File: src/rtl/fft_pkg.sv
// Shared definitions for the FFT stage counter: FSM state type and default widths.
package fft_pkg;

  localparam int FFT_CNT_W   = 12;
  localparam int FFT_STAGE_W = 4;

  typedef enum logic [1:0] {
    IDLE = 2'd0,
    RUN  = 2'd1,
    DONE = 2'd2
  } fft_state_e;

endpackage

File: src/rtl/fft_bitrev.sv
// Purely combinational bit reversal: out[i] = in[WIDTH-1-i].
module fft_bitrev #(
  parameter int WIDTH = 12
) (
  input  logic [WIDTH-1:0] in_i,
  output logic [WIDTH-1:0] out_o
);

  genvar gi;
  generate
    for (gi = 0; gi < WIDTH; gi++) begin : g_rev
      assign out_o[gi] = in_i[WIDTH-1-gi];
    end
  endgenerate

endmodule

File: src/rtl/fft_stage_counter.sv
// Sample-index / stage counter for FFT sequencing (IDLE -> RUN -> DONE).
// Optional bit-reversed index output enabled by defining FFT_CNT_BITREV_EN.
module fft_stage_counter
  import fft_pkg::*;
#(
  parameter int WIDTH   = FFT_CNT_W,
  parameter int STAGE_W = FFT_STAGE_W
) (
  input  logic               clk,
  input  logic               nrst,
  input  logic               ce,
  input  logic               clr,
  input  logic               start,
  input  logic               dir,
  input  logic [WIDTH-1:0]   max_val,
  input  logic [STAGE_W-1:0] max_stage,
  output logic [WIDTH-1:0]   o_data,
  output logic [STAGE_W-1:0] o_stage,
`ifdef FFT_CNT_BITREV_EN
  output logic [WIDTH-1:0]   o_bitrev,
`endif
  output logic               over,
  output logic               last,
  output logic               busy,
  output logic               done
);

  fft_state_e         state_q, state_d;
  logic [WIDTH-1:0]   data_q, data_d;
  logic [STAGE_W-1:0] stage_q, stage_d;
  logic [WIDTH-1:0]   max_val_q, max_val_d;
  logic [STAGE_W-1:0] max_stage_q, max_stage_d;
  logic               dir_q, dir_d;
  logic               busy_q, done_q;

  logic [WIDTH-1:0] terminal;
  logic [WIDTH-1:0] start_val;
  logic             at_term;

  // Down-counting starts at max_val and terminates at 0; up-counting the reverse.
  assign terminal  = dir_q ? '0 : max_val_q;
  assign start_val = dir_q ? max_val_q : '0;
  assign at_term   = (data_q == terminal);

  assign over = (state_q == RUN) && ce && at_term;
  assign last = over && (stage_q == max_stage_q);

  always_comb begin
    state_d     = state_q;
    data_d      = data_q;
    stage_d     = stage_q;
    max_val_d   = max_val_q;
    max_stage_d = max_stage_q;
    dir_d       = dir_q;
    if (clr) begin
      state_d = IDLE;
      data_d  = '0;
      stage_d = '0;
    end else begin
      case (state_q)
        IDLE: begin
          if (start) begin
            max_val_d   = max_val;
            max_stage_d = max_stage;
            dir_d       = dir;
            data_d      = dir ? max_val : '0;
            stage_d     = '0;
            state_d     = RUN;
          end
        end
        RUN: begin
          if (ce) begin
            if (!at_term) begin
              data_d = dir_q ? (data_q - WIDTH'(1)) : (data_q + WIDTH'(1));
            end else begin
              data_d = start_val;
              if (stage_q < max_stage_q) begin
                stage_d = stage_q + STAGE_W'(1);
              end else begin
                state_d = DONE;
              end
            end
          end
        end
        DONE:    state_d = IDLE;
        default: state_d = IDLE;
      endcase
    end
  end

  always_ff @(posedge clk or negedge nrst) begin
    if (!nrst) begin
      state_q     <= IDLE;
      data_q      <= '0;
      stage_q     <= '0;
      max_val_q   <= '0;
      max_stage_q <= '0;
      dir_q       <= 1'b0;
      busy_q      <= 1'b0;
      done_q      <= 1'b0;
    end else begin
      state_q     <= state_d;
      data_q      <= data_d;
      stage_q     <= stage_d;
      max_val_q   <= max_val_d;
      max_stage_q <= max_stage_d;
      dir_q       <= dir_d;
      busy_q      <= (state_d == RUN);
      done_q      <= (state_d == DONE);
    end
  end

  assign o_data  = data_q;
  assign o_stage = stage_q;
  assign busy    = busy_q;
  assign done    = done_q;

`ifdef FFT_CNT_BITREV_EN
  fft_bitrev #(.WIDTH(WIDTH)) u_bitrev (
    .in_i  (data_q),
    .out_o (o_bitrev)
  );
`endif

endmodule

File: config.mk
export PLATFORM = sky130hd
export DESIGN_NAME = fft_stage_counter
export DESIGN_NICKNAME = d
export VERILOG_FILES = /design/src/rtl/fft_pkg.sv /design/src/rtl/fft_bitrev.sv /design/src/rtl/fft_stage_counter.sv
export SDC_FILE = /design/constraint.sdc
export NUM_CORES = 1
export LEC_CHECK = 0
export CORE_MARGIN = 4
export CORE_UTILIZATION = 35
export CTS_BUF_LIST = sky130_fd_sc_hd__clkbuf_8 sky130_fd_sc_hd__clkbuf_16
export DETAILED_ROUTE_END_ITERATION = 8
export PLACE_DENSITY = 0.6
export SKIP_LAST_GASP = 1
export SLEW_MARGIN = 15
export SYNTH_ARGS = -nofsm -noshare
export SYNTH_HDL_FRONTEND = slang
export SYNTH_SLANG_ARGS = --single-unit
File: constraint.sdc
create_clock -name clk -period 2.4 [get_ports clk]
set_input_delay 0.6 -clock clk [delete_from_list [all_inputs] [get_ports clk]]
set_output_delay 0.6 -clock clk [all_outputs]
set_load 0.01 [all_outputs]
---- Word level (Yosys, flattened, before mapping) ----
Index checks and enable logic that the tools add are counted.
word-level totals
  register bits ........................... 37
  input bits .............................. 22
  output and inout port bits .............. 20
  logic and storage cells ................. 51
operators by class
  add/sub/neg operators ................... 3
  order comparisons ....................... 1
  eq/ne operators ......................... 9
  muxes and demuxes ....................... 21
  bitwise logic cells ..................... 1
  reduce and logical (&&, ||, !) cells .... 8
operators with widths
  kind                                                                   count
  12-bit two-way mux                                                     8
  12-bit one-hot mux with 2 select lines                                 1
  4-bit two-way mux                                                      5
  12-bit by 1-bit adder with 12-bit output (second input constant)       1
  12-bit == test                                                         1
  12-bit by 1-bit subtractor with 12-bit output (second input constant)  1
  2-bit two-way mux                                                      5
  3-bit != test (second input constant)                                  3
  4-bit one-hot mux with 2 select lines                                  1
  3-bit AND reduction                                                    2
  5-bit AND reduction                                                    1
  4-bit by 1-bit adder with 4-bit output (second input constant)         1
  2-bit by 1-bit == test with 1-bit output (second input constant)       2
  4-bit == test                                                          1
  4-bit less-than comparator                                             1
  2-bit one-hot mux with 2 select lines                                  1
  1-bit logical AND                                                      3
  3-bit by 2-bit != test with 1-bit output (second input constant)       1
  3-bit nonzero test                                                     1
  2-bit == test (second input constant)                                  1
  2-bit logical NOT                                                      1
  1-bit NOT                                                              1

---- Longest topological paths before layout ----
  depth after elaboration ................. 7
  mapped depth ............................ 7
  mapped depth without buffers ............ 7

---- Worst setup path after synthesis ----
Ideal clock, no wire load.
  path type ............................... reg-to-output
  from .................................... reg dir_q
  to ...................................... out last
  arrival ................................. 2.083 ns
  data required time ...................... 1.800 ns
  path slack .............................. -0.283 ns
  cell stages (with the launch flop) ...... 8
  cells stage by stage .................... dfrtp_1 buf_2 nor2_1 o32ai_1 and4_4 buf_6 nand3_2 nor3_1
on the way
  word-level cells in the longest chain between the ends .. 4
RTL lines
  element                   RTL line                  source
  start: declaration        fft_stage_counter.sv:33   logic dir_q, dir_d;
  start signal: assignment  fft_stage_counter.sv:107  dir_q <= dir_d;
  12-bit two-way mux        fft_stage_counter.sv:41   assign terminal = dir_q ? '0 : max_val_q;
  12-bit == test            fft_stage_counter.sv:43   assign at_term = (data_q == terminal);
  1-bit logical AND         fft_stage_counter.sv:45   assign over = (state_q == RUN) && ce && at_term;
  1-bit logical AND         fft_stage_counter.sv:46   assign last = over && (stage_q == max_stage_q);
  end: declaration          fft_stage_counter.sv:23   output logic last,
No other way between the ends.

---- Worst setup path after layout ----
  from .................................... reg max_val_q[11]
  to ...................................... out last
on the way
  word-level cells in the longest chain between the ends .. 4
RTL lines
  element                   RTL line                  source
  start: declaration        fft_stage_counter.sv:31   logic [WIDTH-1:0] max_val_q, max_val_d;
  start signal: assignment  fft_stage_counter.sv:105  max_val_q <= max_val_d;
  12-bit two-way mux        fft_stage_counter.sv:41
  12-bit == test            fft_stage_counter.sv:43
  1-bit logical AND         fft_stage_counter.sv:45
  1-bit logical AND         fft_stage_counter.sv:46
No other way between the ends.

==> flow_summary.json <==
{
  "status": "finished, violations left",
  "violations": "negative setup slack",
  "crit_required_ns": 1.80,
  "grt_overflow_total": 0,
  "setup_violations": 2,
  "slowest_stage": "or4_4",
  "power_mw": 2.45,
  "setup_ws_ns": -0.276,
  "die_area_um2": 8790,
  "tritoncts": "built",
  "worstReg2RegStart": "dir_q",
  "syn_inst": 277,
  "syn_avg_cell_area_um2": 9.30,
  "dieHeight_um": 93.8,
  "maxCapViolCount": 0,
  "seq_area_frac_synth": 0.360,
  "grt_pass1_wl_um": 12800,
  "final_nets": 424,
  "dpl.hpwl_um": 5830,
  "fin_crit_sh": 1.11,
  "path_delay_family": "simple AND/OR/NAND/NOR gates",
  "drive_gt1_frac": 0.333,
  "htreeDepth": 2,
  "synthesis.nets": 315,
  "cp.depth": 7,
  "grt_pass1_vias": 2620,
  "port_buffers": 41,
  "yosys.area.top_type": "dfrtp_1",
  "fmaxAchievable_mhz": 374,
  "async_flop_share": 1.00,
  "final_cell_area_um2": 3880,
  "antenna_cells": 0,
  "clock-sinks": 37,
  "path_max_fanout": 3,
  "track_usage": 0.182,
  "ys_dominant_reg_cell": "dfrtp_1",
  "gp_congestion": 0.904,
  "hold_slack_ns": 0.255,
  "ys_warn_count": 0,
  "reg2reg_to": "o_data[10]",
  "area_growth_pct": 50.6,
  "drtIter0Drc": 102,
  "hp-class": "in -> async",
  "worstSetupEndpoint": "last",
  "dpl_cell_area_um2": 3590,
  "yosysUniqueCellTypes": 60,
  "cpPeakStageDelay_ns": 0.54,
  "postRouteWirelength_um": 7670,
  "cts-root-buf": "clkbuf_8",
  "n_fill_cell": 679,
  "clockBufferDepth": 2,
  "maxSlewViolCount": 0,
  "synth_edf_count": 0,
  "max_slew_margin": 0.473,
  "reg2reg_slack_ns": 0.01,
  "post-place-ws_ns": -0.398,
  "path_cells": "nor2b_4 > or4_4 > o21ai_4 > and4_4 > nand3_4 > nor3_4 > buf_2",
  "path_class": "reg -> out",
  "drtPass1Iterations": 4,
  "synth_area_um2": 2570,
  "synth_most_common_cell": "dfrtp_1",
  "clk_pin_slew_ns": 0.08,
  "arrival_ns": 2.08,
  "worstMarginPinSlew_ns": 0.788,
  "num_rows": 31,
  "die_w_um": 93.8,
  "path_buf_inv": 1,
  "start_util": 0.357,
  "yosys_register_bits": 37,
  "synth_common_cells": "dfrtp_1 (37), nand2_1 (22), a21oi_1 (20), mux2_2 (17), o21ai_0 (17)",
  "ys_top_cells_by_area": "dfrtp_1 (36%), mux2_2 (7.4%), ha_1 (7.3%)",
  "rsz0062_at_grt": "yes",
  "peakVddDrop_mv": 0.272,
  "antenna_found_initial": 0,
  "holdBufCountCts": 0,
  "crit_path_start": "max_val_q[11]",
  "period_minus_slack_ns": 2.68,
  "cts_made_buffers": 5,
  "pwr_density_cell_nw_per_um2": 633,
  "start_kind": "register",
  "wl_per_cell_um": 15.8,
  "clkLatencyLatePin_ns": 0.29,
  "grt_max_degree": 23,
  "ioPinCount": 42,
  "routed_via_density": 5.29,
  "vias": 2571,
  "reg2regPathDepth": 9,
  "drc_errors": 0,
  "coreArea_um2": 7210,
  "endpoint_kind": "output port",
  "ant_nets": 0,
  "skew_ns": 0.00663,
  "finalHoldViolations": 0,
  "synth_top_area_frac": 0.360,
  "p_leak_nw": 1.70
}
==> final cells by class <==
| class | count | area, um2 | share of cell area |
|---|---|---|---|
| Timing Repair Buffer | 112 | 962 | 0.248 |
| Sequential cell | 37 | 927 | 0.239 |
| Inverter | 11 | 41.3 | 0.0106 |
| Clock buffer | 7 | 96.3 | 0.0248 |
| Clock inverter | 1 | 5.00 | 0.00129 |
| Multi-Input combinational cell | 219 | 1720 | 0.444 |
| Tap cell | 99 | 124 | 0.0319 |
==> layout by cell type (no fill, tap or decap), drive strengths merged, types with 3 or more instances in the layout <==
| master | netlist | final |
|---|---|---|
| clkbuf | 6 | 7 |
| nor2 | 17 | 17 |
| nor3 | 6 | 6 |
| a22oi | 9 | 9 |
| and3 | 4 | 4 |
| nor2b | 11 | 11 |
| mux2 | 17 | 17 |
| xor2 | 8 | 8 |
| dfrtp | 37 | 37 |
| o21ai | 22 | 22 |
| o31ai | 4 | 4 |
| a21oi | 20 | 20 |
| nand4 | 3 | 3 |
| buf | 4 | 74 |
| o22ai | 3 | 3 |
| nand2b | 4 | 4 |
| inv | 11 | 11 |
| nand3 | 8 | 8 |
| clkdlybuf4s50 | 0 | 38 |
| xnor2 | 6 | 6 |
| nand2 | 22 | 22 |
| ha | 15 | 15 |
==> sequential cells by signal, summed over array words and instances (netlist names) <==
register     flops
busy             1
dir_q            1
state_q          2
o_data          12
max_stage_q      4
max_val_q       12
done             1
o_stage          4
==> worst min-delay path by stage <==
stage	endpoint	startpoint	cells past startpoint	slack, ns
2_1_floorplan	busy	nrst	0	0.30
3_3_place_gp	max_stage_q[0]	max_stage_q[0]	1	0.51
3_5_place_dp	max_stage_q[0]	max_stage_q[0]	1	0.51
4_1_cts	max_stage_q[3]	nrst	1	0.27
5_1_grt	o_stage[2]	nrst	1	0.29
6_report	o_stage[2]	nrst	1	0.26
==> timing repair <==
| item | 4_1_cts | 5_1_grt |
|---|---|---|
| pin swaps | 8 | 14 |
| gates resized for setup | 20 | 20 |
| buffers inserted | 3 | 3 |
| endpoints found under the setup margin | 6 | 8 |
==> through the flow <==
stage          setup TNS [ns]  instances  utilization
6_report               -0.459        486        0.538
5_1_grt                -0.918        486        0.538
4_1_cts                -0.578        483        0.520
3_5_place_dp            -1.55        472        0.497
3_3_place_gp            -1.04        472        0.497
2_1_floorplan         -0.0254        277            -
==> power by group <==
group          internal (mW)  leakage (nW)  total [mW]  switching, mW
sequential             0.705         0.473       0.775         0.0700
clock                  0.260        0.0542       0.489          0.229
combinational          0.637          1.17        1.19          0.554
==> per-layer routing <==
metal  track usage  wire length (um)  up-vias  share of wire
met5             0                 0        -              0
met2         0.290              3570       72           0.46
met3        0.0296               336       10          0.044
met4        0.0566               104        0          0.014
li1              -                 -     1250              -
met1         0.253              3660     1239           0.48
==> kinds of logic after synthesis <==
logic type      after synthesis  share of synthesized area
mux                          18                     0.0782
compound gates               83                      0.212
fa+ha+maj                    16                     0.0807
simple gates                 88                      0.187
flops                        37                      0.360
buf+inv                      21                     0.0355
xor+xnor                     14                     0.0476
Note: power is estimated with default switching activity, not from simulation.
